$ cat config.mk
export PLATFORM = sky130hd
export DESIGN_NAME = flit_demux_buf
export DESIGN_NICKNAME = d
export VERILOG_FILES = /design/src/rtl/noc_pkg.sv /design/src/rtl/demux_fifo.sv /design/src/rtl/flit_demux_buf.sv
export SDC_FILE = /design/constraint.sdc
export NUM_CORES = 1
export LEC_CHECK = 0
export CAP_MARGIN = 20
export CORE_ASPECT_RATIO = 1.4
export CORE_MARGIN = 3
export CORE_UTILIZATION = 54
export CTS_CLUSTER_SIZE = 24
export DETAILED_ROUTE_END_ITERATION = 10
export PLACE_DENSITY = 0.84
export SLEW_MARGIN = 5
export SYNTH_ARGS = -nofsm -noshare
export SYNTH_HDL_FRONTEND = slang
export SYNTH_SLANG_ARGS = --single-unit
$ cat constraint.sdc
create_clock -name clk -period 4.43 [get_ports clk]
set_input_delay 0.443 -clock clk [delete_from_list [all_inputs] [get_ports clk]]
set_output_delay 0.443 -clock clk [all_outputs]
set_load 0.01 [all_outputs]
$ cat src/rtl/noc_pkg.sv
// Shared NoC constants: output port indices, default flit geometry and a
// constant-evaluable clog2 used to size FIFO pointers.
package noc_pkg;

  localparam int PORT_LOCAL = 0;
  localparam int PORT_N     = 1;
  localparam int PORT_E     = 2;
  localparam int PORT_S     = 3;
  localparam int PORT_W     = 4;

  localparam int DEFAULT_WIDTH = 8;
  localparam int DEFAULT_N_OUT = 5;

  function automatic int clog2(input int value);
    int r;
    r = 0;
    for (int i = 0; i < 31; i++) begin
      if ((1 << r) < value) r = r + 1;
    end
    return r;
  endfunction

endpackage

$ cat src/rtl/demux_fifo.sv
// Single-clock FIFO for one demux output; head entry is driven straight from
// registered storage so out_data never sees the input flit in the same cycle.
module demux_fifo
  import noc_pkg::*;
#(
  parameter int WIDTH = DEFAULT_WIDTH,
  parameter int DEPTH = 2
) (
  input  logic             clk,
  input  logic             reset,
  input  logic             push,
  input  logic [WIDTH-1:0] din,
  input  logic             pop,
  output logic [WIDTH-1:0] dout,
  output logic             full,
  output logic             empty
);

  localparam int AW = clog2(DEPTH);
  localparam logic [AW:0] PTR_ONE = {{AW{1'b0}}, 1'b1};

  logic [WIDTH-1:0] mem_q [DEPTH];
  logic [AW:0]      wr_ptr_q, wr_ptr_d;
  logic [AW:0]      rd_ptr_q, rd_ptr_d;
  logic             do_push, do_pop;

  // Extra pointer MSB separates "wrapped once" (full) from "equal" (empty).
  assign empty = (wr_ptr_q == rd_ptr_q);
  assign full  = (wr_ptr_q[AW] != rd_ptr_q[AW]) &&
                 (wr_ptr_q[AW-1:0] == rd_ptr_q[AW-1:0]);

  assign do_push = push & ~full;
  assign do_pop  = pop & ~empty;
  assign dout    = mem_q[rd_ptr_q[AW-1:0]];

  always_comb begin
    wr_ptr_d = wr_ptr_q;
    rd_ptr_d = rd_ptr_q;
    if (do_push) wr_ptr_d = wr_ptr_q + PTR_ONE;
    if (do_pop)  rd_ptr_d = rd_ptr_q + PTR_ONE;
  end

  always_ff @(posedge clk or posedge reset) begin
    if (reset) begin
      wr_ptr_q <= '0;
      rd_ptr_q <= '0;
      for (int i = 0; i < DEPTH; i++) mem_q[i] <= '0;
    end else begin
      wr_ptr_q <= wr_ptr_d;
      rd_ptr_q <= rd_ptr_d;
      if (do_push) mem_q[wr_ptr_q[AW-1:0]] <= din;
    end
  end

endmodule

$ cat src/rtl/flit_demux_buf.sv
// 1-to-N_OUT flit demux with unicast/broadcast routing into per-output FIFOs;
// flits addressed to a non-existent port are sunk and counted.
module flit_demux_buf
  import noc_pkg::*;
#(
  parameter int WIDTH = DEFAULT_WIDTH,
  parameter int N_OUT = DEFAULT_N_OUT,
  parameter int DEPTH = 2,
  parameter int SEL_W = 3,
  parameter int CNT_W = 8
) (
  input  logic               clk,
  input  logic               reset,
  input  logic [WIDTH-1:0]   in_data,
  input  logic               in_valid,
  input  logic [SEL_W-1:0]   in_sel,
  input  logic               in_bcast,
  output logic               in_ready,
  output logic [N_OUT*WIDTH-1:0] out_data,
  output logic [N_OUT-1:0]   out_valid,
  input  logic [N_OUT-1:0]   out_ready,
  output logic [CNT_W-1:0]   err_cnt
);

  localparam logic [CNT_W-1:0] CNT_ONE = {{(CNT_W-1){1'b0}}, 1'b1};

  logic [N_OUT-1:0] sel_hit;
  logic [N_OUT-1:0] push;
  logic [N_OUT-1:0] full;
  logic [N_OUT-1:0] empty;
  logic             sel_legal;
  logic             sel_full;
  logic             accept;
  logic             drop;
  logic [CNT_W-1:0] err_cnt_q, err_cnt_d;

  generate
    for (genvar gi = 0; gi < N_OUT; gi++) begin : g_port
      assign sel_hit[gi] = (in_sel == SEL_W'(gi));
      assign push[gi]    = accept & (in_bcast | sel_hit[gi]);

      demux_fifo #(
        .WIDTH (WIDTH),
        .DEPTH (DEPTH)
      ) u_fifo (
        .clk   (clk),
        .reset (reset),
        .push  (push[gi]),
        .din   (in_data),
        .pop   (out_ready[gi]),
        .dout  (out_data[gi*WIDTH +: WIDTH]),
        .full  (full[gi]),
        .empty (empty[gi])
      );

      assign out_valid[gi] = ~empty[gi];
    end
  endgenerate

  // Full flags only: a same-cycle pop never frees room, keeping this path short.
  assign sel_legal = |sel_hit;
  assign sel_full  = |(full & sel_hit);

  always_comb begin
    in_ready = 1'b1;
    if (in_bcast)       in_ready = ~|full;
    else if (sel_legal) in_ready = ~sel_full;
  end

  assign accept = in_valid & in_ready;
  assign drop   = accept & ~in_bcast & ~sel_legal;

  always_comb begin
    err_cnt_d = err_cnt_q;
    if (drop && (err_cnt_q != {CNT_W{1'b1}})) err_cnt_d = err_cnt_q + CNT_ONE;
  end

  always_ff @(posedge clk or posedge reset) begin
    if (reset) err_cnt_q <= '0;
    else       err_cnt_q <= err_cnt_d;
  end

  assign err_cnt = err_cnt_q;

endmodule

; Yosys cells after proc, flatten, opt, wreduce, memory -nomap -nowiden
; Index checks and enable logic that the tools add are counted.
[totals]
register_bits = 108
in_bits = 20
out_inout_bits = 54
elab_cells = 162
[classes]
addsub = 11
order_cmp = 15
n_eq_ne = 20
mux = 32
n_bitwise = 47
n_reduce_logical = 16
[op_table]
columns = cell, n
row1 = $mux W8, 20
row2 = $bwmux W16, 5
row3 = $demux W8 S1, 5
row4 = $add A2 B1 Y2 const B, 10
row5 = $ge A2 B2 Y1 const B, 10
row6 = $not A1 Y2, 10
row7 = $and A1 B1 Y1, 18
row8 = $reduce_or A5 Y1, 3
row9 = $not A1 Y1, 13
row10 = $logic_and A1 B1 Y1, 11
row11 = $eq A2 B2 Y1, 5
row12 = $lt A2 B1 Y1 const B, 5
row13 = $add A8 B1 Y8 const B, 1
row14 = $ne A8 B8 Y1 const B, 1
row15 = $eq A3 B2 Y1 const B, 2
row16 = $and A5 B5 Y5, 1
row17 = $eq A1 B1 Y1, 5
row18 = $ne A1 B1 Y1, 5
row19 = $or A1 B1 Y1, 5
row20 = $eq A3 B1 Y1 const B, 1
row21 = $eq A3 B3 Y1 const B, 1
row22 = $logic_not A3 Y1, 1
row23 = $mux W1, 2
row24 = $logic_not A1 Y1, 1

; Logic depth before layout (Yosys ltp)
[depth]
word_depth = 11
ltp_mapped = 7
mapped_depth_nobuf = 6

; Hierarchy
; A second synthesis with hierarchy kept.
[unflattened]
cells_unflattened = 427
hier_area_um2 = 5372.7
[modules_own_cells]
columns = module, n_inst, cells_each, area_per_inst_um2, seq_area_each_um2
row1 = demux_fifo at g_port[0].u_fifo ..., 4, 71, 940.9, 500.5
row2 = demux_fifo at g_port[4].u_fifo, 1, 72, 947.2, 500.5
row3 = flit_demux_buf, 1, 71, 661.9, 200.2

; Worst setup path before layout
; OpenSTA, ideal clock, no wires.
[synth_path]
kind = flip-flop to output port
from = register g_port[2].u_fifo.wr_ptr_q[0]
to = output in_ready
t_arrival_ps = 1807
required_ps = 3987
setup_slack_ps = 2180
stages_incl_launch_ff = 7
path_buffers = 1
cell_sequence = dfrtp_1 -> xor2_1 -> nor2_1 -> o41ai_4 -> buf_6 -> o221ai_1 -> a21oi_1
[synth_via]
elab_chain_len = 7
word_cells_on_any_way = 9
classes_between = eq/ne (1) / mux (2) / bitwise (2) / reduce/logical (4)
[synth_rtl]
columns = item, line_no
row1 = start: declaration, demux_fifo.sv:23  ; logic [AW:0] wr_ptr_q, wr_ptr_d;
row2 = start signal: assignment, demux_fifo.sv:49  ; wr_ptr_q <= wr_ptr_d;
row3 = $eq A1 B1 Y1 (*), demux_fifo.sv:30  ; (wr_ptr_q[AW-1:0] == rd_ptr_q[AW-1:0]);
row4 = $logic_and A1 B1 Y1 (*), demux_fifo.sv:29  ; assign full = (wr_ptr_q[AW] != rd_ptr_q[AW]) &&
row5 = $and A5 B5 Y5, flit_demux_buf.sv:62  ; assign sel_full = |(full & sel_hit);
row6 = $reduce_or A5 Y1, flit_demux_buf.sv:62
row7 = $not A1 Y1, flit_demux_buf.sv:67  ; else if (sel_legal) in_ready = ~sel_full;
row8 = $mux W1, flit_demux_buf.sv:67
row9 = $mux W1 (*), flit_demux_buf.sv:66  ; if (in_bcast) in_ready = ~|full;
row10 = end: declaration, flit_demux_buf.sv:18  ; output logic in_ready,
; Mark *: on every way between the ends. The rest lies on a longest branch, timed or not.

; Final worst setup path
[layout_path]
from = register g_port[2].u_fifo.rd_ptr_q[0]
to = output in_ready
[layout_via]
elab_chain_len = 7
word_cells_on_any_way = 9
classes_between = eq/ne (1) / mux (2) / bitwise (2) / reduce/logical (4)
[layout_rtl]
columns = item, line_no
row1 = start: declaration, demux_fifo.sv:24  ; logic [AW:0] rd_ptr_q, rd_ptr_d;
row2 = start signal: assignment, demux_fifo.sv:50  ; rd_ptr_q <= rd_ptr_d;
row3 = $eq A1 B1 Y1 (*), demux_fifo.sv:30
row4 = $logic_and A1 B1 Y1 (*), demux_fifo.sv:29
row5 = $and A5 B5 Y5, flit_demux_buf.sv:62
row6 = $reduce_or A5 Y1, flit_demux_buf.sv:62
row7 = $not A1 Y1, flit_demux_buf.sv:67
row8 = $mux W1, flit_demux_buf.sv:67
row9 = $mux W1 (*), flit_demux_buf.sv:66
; Marks and branches as above.

==> metrics.md <==
| Metric | Value |
|---|---|
| DP Wirelength | 6.97 mm |
| CP arrival | 2670 ps |
| Top_reg_cell synth | dfrtp_1 |
| Tcrit/Tclk final | 70.4% |
| Placer Congestion | 0.837 |
| Area contributors post-synth | dfrtp_1 (54%), mux2_2 (27%), xnor2_1 (4.9%) |
| Clk sinks | 108 |
| Routed vias | 3081 |
| DR vias/cell | 5.73 |
| Final Instance Area | 0.00609 mm2 |
| PD cells | 850 mW/mm2 |
| Post-route ant nets | 0 |
| Period minus WS final | 3120 ps |
| GR Overflow Total | 0 |
| Post-synth top area cell | dfrtp_1 |
| Die area | 0.0105 mm2 |
| CP Cell Sequence | xor2_1, nor2_1, o41ai_4, o221ai_1, a21oi_1, clkdlybuf4s50_1 |
| P&R area growth vs syn | 21.4% |
| Crit-path max cell delay | 610 ps |
| Die Y | 120 um |
| Post-synth EDFFs | 0 |
| Synth top area share | 53.9% |
| Most Crowded Layer GR | met2 |
| CP startpoint kind | flop |
| Post-route setup slack | 1310 ps |
| FFs w/ async S/R, synth | 100% |
| Cell area after placement | 0.00580 mm2 |
| Clock buffer count from CTS | 9 |
| Critical path class | reg -> out |
| Status | finished, final reports clean |
| GR Layer Usage met2 | 36.3% |
| Util after Layout | 67.4% |
| Count of different cell masters after synthesis | 34 |
| Vias in the first global route | 3346 |
| Reg clk slew, reported paths | 70 ps |
| Max-slew violations | 0 |
| Relative slew slack | 37.4% |
| Final hold violations | 0 |
| M1 GR Usage | 26.2% |
| Port bufs | 73 |
| TritonCTS clock tree | done |
| Setup violators final | 0 |
| Core area | 0.00903 mm2 |
| Die width | 87.4 um |
| Sequential area share after synthesis | 53.9% |
| Ports | 74 |
| Nets | 447 |
| Inserted Diodes | 0 |
| CP max-delay cell | dfrtp_1 |
| Max-cap viol count | 0 |
| Remaining DRCs | 0 |
| Post-CTS sizing | 0 |
| Worst Path Max Fanout | 11 |
| Drt first pass iters | 4 |
| P_leak | 2.61 nW |
| Slew @ Worst Pin | 939 ps |
| Syn_nets | 381 |
| Setup crit end kind | output pin |
| Syn avg cell area | 13.9 um2 |
| Htree depth | 3 |
| Largest net degree at the start of global routing | 78 |
| Flops & latches, synth | 108 |
| Hold Path Class | reg -> reg |
| Worst Skew | 7.20 ps |
| WP data required | 3990 ps |
| Cell Area, Synth | 0.00501 mm2 |
| Initial DRC count | 187 |
| RSZ-0062 raised after global routing | false |
| Post-CTS Setup Inserts | 0 |
| Starting Density | 55.5% |
| # rows | 41 |
| Clock Latency Late Sink | 350 ps |
| M3 GR Usage | 4.60% |
| Root buffer cell | clkbuf_16 |
| Post-route setup TNS | 0 ps |
| WL/cell | 19.3 um |
| Hold Slack | 489 ps |
| Antenna violations before repair | 0 |
| Clock Path Buffers | 2 |
| Detailed Route WL | 10.4 mm |
| Max Clock Freq | 321 MHz |
| Pre-CTS setup slack | 1650 ps |
| Hold-fix buffers, CTS | 0 |
| VDD IR-drop max | 409 uV |
| Syn. warnings | 0 |
| Layout cells sized above 1 | 34.1% |
| Synthesized instance count | 360 |
| Global-route wire length before repair | 16.9 mm |
| All-Layer GR Usage | 21.5% |
-- flip-flops by register name (all words and copies together) (netlist names) --
register and count:
g_port.u_fifo.mem_q 80, g_port.u_fifo.wr_ptr_q 10, err_cnt 8, g_port.u_fifo.rd_ptr_q 10
-- logic make-up after synthesis --
| kind of cell | synth area share (%) |
|---|---|
| compound gates | 1.80 |
| simple gates | 8.26 |
| buf+inv | 1.87 |
| flops | 53.9 |
| xor+xnor | 6.29 |
| mux | 27.6 |
| fa+ha+maj | 0.250 |
-- synth_stat cells (4+ instances only) --
cell and count:
nand4b_4 4, nand3_1 12, dfrtp_1 108, and3_1 4
nor2_1 8, a21oi_1 7, nand2_1 11, buf_1 10
clkbuf_1 5, xor2_1 8, nand4_2 4, mux2_2 118
xnor2_1 28
-- power by group --
part / switching [W] / total (W) / internal, W
registers: 0.000383 / 0.00186 / 0.00148
logic: 0.00103 / 0.00255 / 0.00152
clock network: 0.000343 / 0.000755 / 0.000413
total: 0.00176 / 0.00517 / 0.00342
-- placed cells by master, fill, tap and decap left out, drive strengths merged, types with 2 or more instances in the layout --
| cell | netlist | final |
|---|---|---|
| mux2 | 121 | 121 |
| dfrtp | 108 | 108 |
| clkdlybuf4s50 | 0 | 73 |
| xnor2 | 28 | 28 |
| clkbuf | 5 | 13 |
| nand3 | 12 | 12 |
| nand2 | 11 | 11 |
| xor2 | 8 | 8 |
| nor2 | 8 | 8 |
| a21oi | 7 | 7 |
| nand4 | 6 | 6 |
| nand4b | 4 | 4 |
| and3 | 4 | 4 |
| nor2b | 3 | 3 |
| nor3 | 3 | 3 |
| nand2b | 3 | 3 |
| nand3b | 2 | 2 |
| buf | 15 | 2 |
| clkinv | 0 | 2 |
-- metal layers --
metal	up-vias	wire, um	share of wire [%]
li1	1401	-	-
met1	1567	4150	40
met2	91	5480	53
met3	22	455	4.4
met4	0	272	2.6
met5	-	0	0
-- critical path: cells and delay by family, from the launching register on --
| kind | cells | cell delay [ps] |
|---|---|---|
| AO/OA/AOI/OAI | 3 | 730 |
| XOR/XNOR | 1 | 270 |
| buffers and inverters | 1 | 580 |
| flip-flops | 1 | 610 |
| AND/OR/NAND/NOR | 1 | 130 |
-- final timing paths --
path	startpoint	slack, ps	depth (start not counted)	end
worst max-delay path	g_port[2].u_fifo.rd_ptr_q[0]	1310	6	in_ready
worst max register to register	g_port[2].u_fifo.rd_ptr_q[0]	1690	6	g_port[4].u_fifo.mem_q[11]
worst min-delay path	err_cnt[5]	490	1	err_cnt[5]
min in group asynchronous	reset	650	2	g_port[0].u_fifo.rd_ptr_q[1]
worst min register to register	err_cnt[5]	490	1	err_cnt[5]
max in group asynchronous	reset	2830	3	g_port[1].u_fifo.mem_q[9]
-- layout make-up --
type,count,area [um2]
Fill cell,662,2940
Inverter,1,6.26
Clock buffer,13,260
Multi-Input combinational cell,231,2220
Sequential cell,108,2700
Clock inverter,3,21.3
Tap cell,107,134
Timing Repair Buffer,75,746
-- metrics by stage --
stage               power [W]  instances
floorplan             0.00342        360
global placement      0.00434        522
detailed placement    0.00444        522
CTS                   0.00523        538
global route          0.00549        538
finish                0.00517        538
Note: power is estimated with default switching activity, not from simulation.
